### src/rtl/fifo_wptr_full.sv
// Write-domain pointer and status logic of the dual-clock FIFO: binary/Gray write
// pointers, full, almost_full and level. `FIFO_OVERFLOW_STICKY_EN adds a sticky overflow flag.
module fifo_wptr_full #(
  parameter int ADDR_WIDTH   = 4,
  parameter int AFULL_THRESH = 12
) (
  input  logic                  clk,
  input  logic                  rst_n,
  input  logic                  wr_en,
  input  logic [ADDR_WIDTH:0]   rptr_gray_sync,
  output logic                  wr_accept,
  output logic [ADDR_WIDTH-1:0] waddr,
  output logic [ADDR_WIDTH:0]   wptr_gray,
  output logic                  full,
  output logic                  almost_full,
  output logic [ADDR_WIDTH:0]   wr_level
`ifdef FIFO_OVERFLOW_STICKY_EN
  ,
  output logic                  overflow
`endif
);

  localparam int PTR_W = ADDR_WIDTH + 1;

  logic [PTR_W-1:0] wbin;
  logic [PTR_W-1:0] wbin_next;
  logic [PTR_W-1:0] wgray_next;
  logic [PTR_W-1:0] rbin;
  logic [PTR_W-1:0] level_next;
  logic [PTR_W-1:0] full_pattern;
  logic             full_next;
  logic             afull_next;

  assign wr_accept = wr_en & ~full;
  assign waddr     = wbin[ADDR_WIDTH-1:0];

  assign wbin_next  = wbin + PTR_W'(wr_accept);
  assign wgray_next = (wbin_next >> 1) ^ wbin_next;

  // Full when the write pointer is exactly one lap ahead: in Gray code that is
  // the read pointer with its two MSBs inverted.
  assign full_pattern = {~rptr_gray_sync[PTR_W-1:PTR_W-2], rptr_gray_sync[PTR_W-3:0]};
  assign full_next    = (wgray_next == full_pattern);

  // Gray-to-binary: each binary bit is the XOR of all Gray bits at or above it.
  // NOTE: every bit is assigned on every pass, so no latch can be inferred.
  always_comb begin
    rbin = '0;
    for (int i = 0; i < PTR_W; i++) begin
      rbin[i] = ^(rptr_gray_sync >> i);
    end
  end

  // Level uses the synchronized (stale) read pointer, so it can only overstate occupancy.
  assign level_next = wbin_next - rbin;
  assign afull_next = (level_next >= PTR_W'(AFULL_THRESH));

  // NOTE: non-blocking assignments keep every flop sampling pre-edge values.
  always_ff @(posedge clk or negedge rst_n) begin
    if (!rst_n) begin
      wbin        <= '0;
      wptr_gray   <= '0;
      full        <= 1'b0;
      almost_full <= 1'b0;
      wr_level    <= '0;
    end else begin
      wbin        <= wbin_next;
      wptr_gray   <= wgray_next;
      full        <= full_next;
      almost_full <= afull_next;
      wr_level    <= level_next;
    end
  end

`ifdef FIFO_OVERFLOW_STICKY_EN
  // Sticky until reset: records that at least one write was dropped while full.
  always_ff @(posedge clk or negedge rst_n) begin
    if (!rst_n) begin
      overflow <= 1'b0;
    end else if (wr_en && full) begin
      overflow <= 1'b1;
    end
  end
`endif

endmodule
### config.mk
export PLATFORM = sky130hd
export DESIGN_NAME = fifo_wptr_full
export DESIGN_NICKNAME = d
export VERILOG_FILES = /design/src/rtl/fifo_wptr_full.sv
export SDC_FILE = /design/constraint.sdc
export NUM_CORES = 1
export LEC_CHECK = 0
export ABC_AREA = 1
export BUFFER_PORTS_ARGS = -buffer_cell sky130_fd_sc_hd__buf_2
export CAP_MARGIN = 30
export CORE_UTILIZATION = 31
export CTS_CLUSTER_DIAMETER = 60
export DETAILED_ROUTE_END_ITERATION = 16
export SYNTH_ARGS = -nofsm -noshare
export SYNTH_HDL_FRONTEND = slang
export SYNTH_SLANG_ARGS = --single-unit
### constraint.sdc
create_clock -name clk -period 2.5 [get_ports clk]
set_clock_uncertainty 0.1 [all_clocks]
set_input_delay 0.5 -clock clk [delete_from_list [all_inputs] [get_ports clk]]
set_output_delay 0.5 -clock clk [all_outputs]
set_load 0.01 [all_outputs]
==> flow_summary.json, run 1 <==
{
  "finalSetupTns_ns": 0,
  "powerDensity_nw_per_um2": 1433,
  "startpoint": "full",
  "clk-insertion-delay-late_ns": 0.28,
  "regToRegEndpoint": "wr_level[3]",
  "ys_seq_area_share_pct": 43.72,
  "peakVddDrop_mv": 0.5961,
  "synth_seq_cells": 16,
  "switchingPower_uw": 727.8,
  "timing.final.crit_share_pct": 91.25,
  "antenna_found_initial": 0,
  "postSynthCellCount": 113,
  "seqPwrFrac_pct": 28.9,
  "first_iter_violations": 10,
  "cts-buffers-inserted": 3,
  "root_buffer": "clkbuf_4",
  "max_freq_mhz": 438.4,
  "outcome": "finished, final reports clean",
  "p_int_uw": 896.8,
  "max-cap-violations": 0,
  "grt_pass1_wl_mm": 3.022,
  "grtUsageTotal_pct": 12.10,
  "tightest_slew_ns": 0.3376,
  "period_needed_ns": 2.281,
  "path_class": "flip-flop to flip-flop",
  "power_frac_clock_pct": 10.2,
  "fillers": 302,
  "cts_tree": "built",
  "final_nets": 158,
  "rsz0062_at_grt": "false",
  "leakage_nw": 0.6603,
  "num_vias": 782,
  "drt-pass1-iter-count": 4,
  "switching_share_pct": 44.80,
  "hold_path.class": "primary input to async pin",
  "finalWirelength_mm": 1.711,
  "port_buffers": 24,
  "ant_nets": 0,
  "gr-total-overflow": 0,
  "yosysWarnings": 0,
  "hold_viol": 0,
  "place_congestion": 0.7511,
  "rows": 19,
  "die_h_um": 56.36,
  "clockBufferDepth": 2,
  "ys_types": 17,
  "arrival_ns": 2.36,
  "initial_core_util_pct": 32.93,
  "clock_sinks": 16,
  "cp.required_ns": 2.58,
  "drv_slew": 0,
  "grt_pass1_vias": 753,
  "drive_above_1_share_pct": 25.87,
  "routedWlPerCell_um": 9.833,
  "antenna_cells": 0,
  "die_x_um": 56.36,
  "r2r_slack_ns": 0.22,
  "dp_hpwl_mm": 1.435,
  "area_delta_synth_final_pct": 23.77,
  "ctsHtreeMaxLevel": 1,
  "core_area_um2": 2781,
  "worst_r2r_path_depth": 13,
  "drcViolationCount": 0,
  "end_kind": "flip-flop",
  "crit_end": "wr_level[3]",
  "clk_pin_slew_ns": 0.09,
  "slew_headroom_pct": 77.49,
  "die_area_um2": 3176,
  "startpoint_type": "flip-flop",
  "setup_ws_ns": 0.2188,
  "ios": 25,
  "combPwrFrac_pct": 60.9,
  "place_ws_ns": 0.005550,
  "syn-num-nets": 127,
  "vias_per_cell": 4.494,
  "grt_max_degree": 17,
  "syn-cell-area_um2": 915.9,
  "hold_buffers": 0,
  "r2r-start": "full",
  "cts_setup_buffers": 0,
  "setup_viol": 0,
  "avgSynthCellArea_um2": 8.105,
  "crit_fanout": 4
}
==> layout by cell type (no fill, tap or decap), types with 2 or more instances in the layout <==
master / instances
nand2_1: 40
buf_2: 24
inv_1: 19
dfrtp_1: 16
nand3_1: 9
xor2_1: 9
ha_1: 4
clkbuf_4: 3
xnor2_1: 2
nor2_1: 2
ha_2: 2
buf_4: 2
==> cell usage after synthesis (all sizes together) <==
cell type  instances  share of area [%]
nand2             41                 17
a21oi              1               0.55
ha                 6                8.2
dfrtp             16                 44
inv               20                8.2
and2               1               0.68
nand3b             1               0.82
nand4              1               0.68
nand3             10                6.0
nor3               1               0.55
xor2               9                8.6
nor2               3                1.2
xnor2              3                3.7
==> layer usage <==
layer	track usage, %	vias up	routed length [µm]
li1	-	403	-
met1	15.91	356	838
met2	19.22	19	785
met3	1.382	4	57
met4	6.969	0	29
met5	0	-	0
==> worst max-delay path: stages (launching register included) <==
cell and delay [ns]:
dfrtp_1 0.41, nor2_2 0.13, ha_2 0.20, ha_2 0.21
nand2_1 0.06, nand2_1 0.13, inv_2 0.08, ha_1 0.34
inv_1 0.08, nor2_1 0.09, nand3_1 0.10, nand2_1 0.08
nand2_1 0.05, and2_1 0.13
==> cell families (layout without fill, tap and decap cells) <==
| group | after synthesis | in the layout | share of synthesized area, % |
|---|---|---|---|
| compound gates | 1 | 1 | 0.5459 |
| xor+xnor | 12 | 12 | 12.30 |
| simple gates | 58 | 58 | 27.05 |
| fa+ha+maj | 6 | 6 | 8.197 |
| flops | 16 | 16 | 43.72 |
| buf+inv | 20 | 50 | 8.197 |
==> stage by stage <==
step	cell area [µm²]	hold WS, ns	utilization [%]	power (mW)	cells
floorplan	915.9	0.1044	-	1.167	113
finish	1134	0.005075	40.76	1.625	174
detailed placement	1090	0.3304	39.18	1.462	170
global route	1134	0.02052	40.76	1.802	174
global placement	1090	0.3229	39.18	1.455	170
CTS	1126	0.02041	40.49	1.634	174
==> registers in the layout, summed over array words and instances (netlist names) <==
name / flops
wbin: 5
wr_level: 5
wptr_gray: 4
almost_full: 1
full: 1
==> final cells by class <==
type                    instances  area [µm²]  share of cell area, %
clock buffers                   4       36.28                  3.201
repair buffers                 26       135.1                  11.92
flip-flops and latches         16       400.4                  35.32
multi-input cells              77       447.9                  39.51
well taps                      31       38.79                  3.422
inverters                      20       75.07                  6.623
==> power groups by stage <==
stage	Clock, mW	Sequential (mW)	Combinational (mW)
2_1_floorplan	0	0.540	0.627
3_3_place_gp	0	0.469	0.985
3_5_place_dp	0	0.476	0.986
4_1_cts	0.171	0.470	0.993
5_1_grt	0.183	0.486	1.13
6_report	0.166	0.470	0.989
==> how the worst min path moves through the flow <==
stage                     slack (ns)           end  start  cells past startpoint
after floorplan                 0.10   almost_full  rst_n                      0
after global placement          0.32   wr_level[4]  rst_n                      1
after detailed placement        0.33   almost_full  rst_n                      1
after CTS                       0.02       wbin[1]  rst_n                      1
after global routing            0.02  wptr_gray[0]  rst_n                      1
final                          0.005   wr_level[2]  rst_n                      1
==> repair_timing <==
| action | in CTS | in global routing |
|---|---|---|
| setup endpoints to repair | 0 | 2 |
| endpoints found under the hold margin | 0 | 0 |
| resized for setup | 0 | 3 |
Power figures use the tool's default switching activity.
==> run 2: changes to the inputs <==
--- a/constraint.sdc
+++ b/constraint.sdc
@@ -4,2 +4,2 @@
 set_output_delay 0.5 -clock clk [all_outputs]
-set_load 0.01 [all_outputs]
+set_load 0.1 [all_outputs]
==> run 2 against run 1 <==
  * Final cell count fell by 0.57%
  * Hold slack improved by 0.0088 ns
  * First-iteration DRC count rose by 60%
  * Setup slack improved by 0.18 ns
  * Sequential share of layout area fell by 0.66 points
  * Wire length fell by 0.70%
  * Register-to-register slack improved by 0.18 ns
==> flow_summary.json, run 2 (synthesis results as in run 1) <==
{
  "antenna_found_initial": 0,
  "drt-pass1-iter-count": 4,
  "gr-total-overflow": 0,
  "arrival_ns": 2.16,
  "cts_tree": "built",
  "ctsHtreeMaxLevel": 1,
  "drv_slew": 0,
  "vias_per_cell": 4.387,
  "final_nets": 157,
  "first_iter_violations": 16,
  "max_freq_mhz": 476.9,
  "period_needed_ns": 2.097,
  "rows": 19,
  "area_delta_synth_final_pct": 27.32,
  "final_common_cell": "nand2_1",
  "routedWlPerCell_um": 9.821,
  "grtUsageTotal_pct": 11.27,
  "end_kind": "flip-flop",
  "drcViolationCount": 0,
  "cp.required_ns": 2.57,
  "port_buffers": 24,
  "die_h_um": 56.36,
  "max-cap-violations": 0,
  "placed_area_um2": 1140,
  "post_cts_resized": 0,
  "cts-buffers-inserted": 3,
  "grt_pass1_wl_mm": 2.815,
  "r2r_slack_ns": 0.40,
  "worst_r2r_path_depth": 13,
  "place_congestion": 0.8596,
  "final_cell_mix": "nand2_1 (38), buf_2 (24), inv_1 (17)",
  "root_buffer": "clkbuf_4",
  "cts_setup_buffers": 0,
  "r2r-start": "full",
  "clockBufferDepth": 2,
  "clk_pin_slew_ns": 0.09,
  "hold_buffers": 0,
  "regToRegEndpoint": "wr_level[3]",
  "timing.final.crit_share_pct": 83.87,
  "die_area_um2": 3176,
  "drive_above_1_share_pct": 29.58,
  "dp_hpwl_mm": 1.443,
  "ant_nets": 0,
  "tightest_slew_ns": 0.4867,
  "outcome": "finished, final reports clean",
  "largest_registers": "wbin: 5 flops, wr_level: 5 flops, wptr_gray: 4 flops",
  "hold_viol": 0,
  "grt_max_degree": 17,
  "die_x_um": 56.36,
  "crit_end": "wr_level[3]",
  "clk-insertion-delay-late_ns": 0.28,
  "startpoint_type": "flip-flop",
  "rsz0062_at_grt": "false",
  "stdcell_area_um2": 1166,
  "antenna_cells": 0,
  "initial_core_util_pct": 32.93,
  "fillers": 304,
  "core_area_um2": 2781,
  "path_class": "flip-flop to flip-flop",
  "num_vias": 759,
  "clock_sinks": 16,
  "hold_path.class": "primary input to async pin",
  "startpoint": "full",
  "grt_pass1_vias": 696,
  "finalWirelength_mm": 1.699,
  "setup_viol": 0,
  "crit_fanout": 4,
  "ios": 25,
  "slew_headroom_pct": 67.77
}
-- run 2: changes by cell type in the layout (fill, tap and decap cells not counted), moves of 2 or more --
cell / change
ha_4: +3
inv_2: +2
nand2_1: -2
ha_2: -2
inv_1: -2
nand2_2: +2
-- run 2: worst max-delay path: stages (launching register included) --
cell and delay, ns:
dfrtp_4 0.49, nor2_4 0.11, ha_4 0.15, ha_4 0.14, nand2_2 0.05, nand2_2 0.10, inv_2 0.08, ha_4 0.29
inv_2 0.04, nor2_1 0.08, nand3_1 0.10, nand2_1 0.07, nand2_1 0.05, and2_1 0.14
-- run 2: through the flow --
stage	std cells	setup TNS [ns]	worst slack (ns)	util [%]	hold slack, ns
detailed placement	169	0	0.1328	40.98	0.3283
floorplan	113	-0.4408	-0.1769	-	0.1044
global placement	169	0	0.2145	40.98	0.3192
finish	173	0	0.4033	41.93	0.01385
global route	173	0	0.2572	41.93	0.02802
CTS	173	0	0.3934	41.93	0.01464
-- run 2: final cells by class --
cell class              instances  area, µm²  area share (%)
well taps                      31      38.79           3.326
flip-flops and latches         16      404.1           34.66
clock buffers                   4      26.28           2.253
inverters                      20      75.07           6.438
multi-input cells              77      494.2           42.38
repair buffers                 25      127.6           10.94
-- run 2: worst min path at each step --
stage          start           to  slack (ns)
5_1_grt        rst_n      wbin[4]        0.03
2_1_floorplan  rst_n  almost_full        0.10
6_report       rst_n         full        0.01
4_1_cts        rst_n         full        0.01
3_3_place_gp   rst_n  wr_level[4]        0.32
3_5_place_dp   rst_n  wr_level[4]        0.33
-- run 2: layer usage --
layer  track usage (%)  vias up  wire length (µm)
li1                  -      400                 -
met1             14.16      344               792
met2             18.37       13               822
met3             1.152        2                65
met4             7.317        0                19
met5                 0        -                 0
Power of run 2 is not shown: default switching activity piles up to over one toggle a cycle in this logic, so the estimate is an artifact.
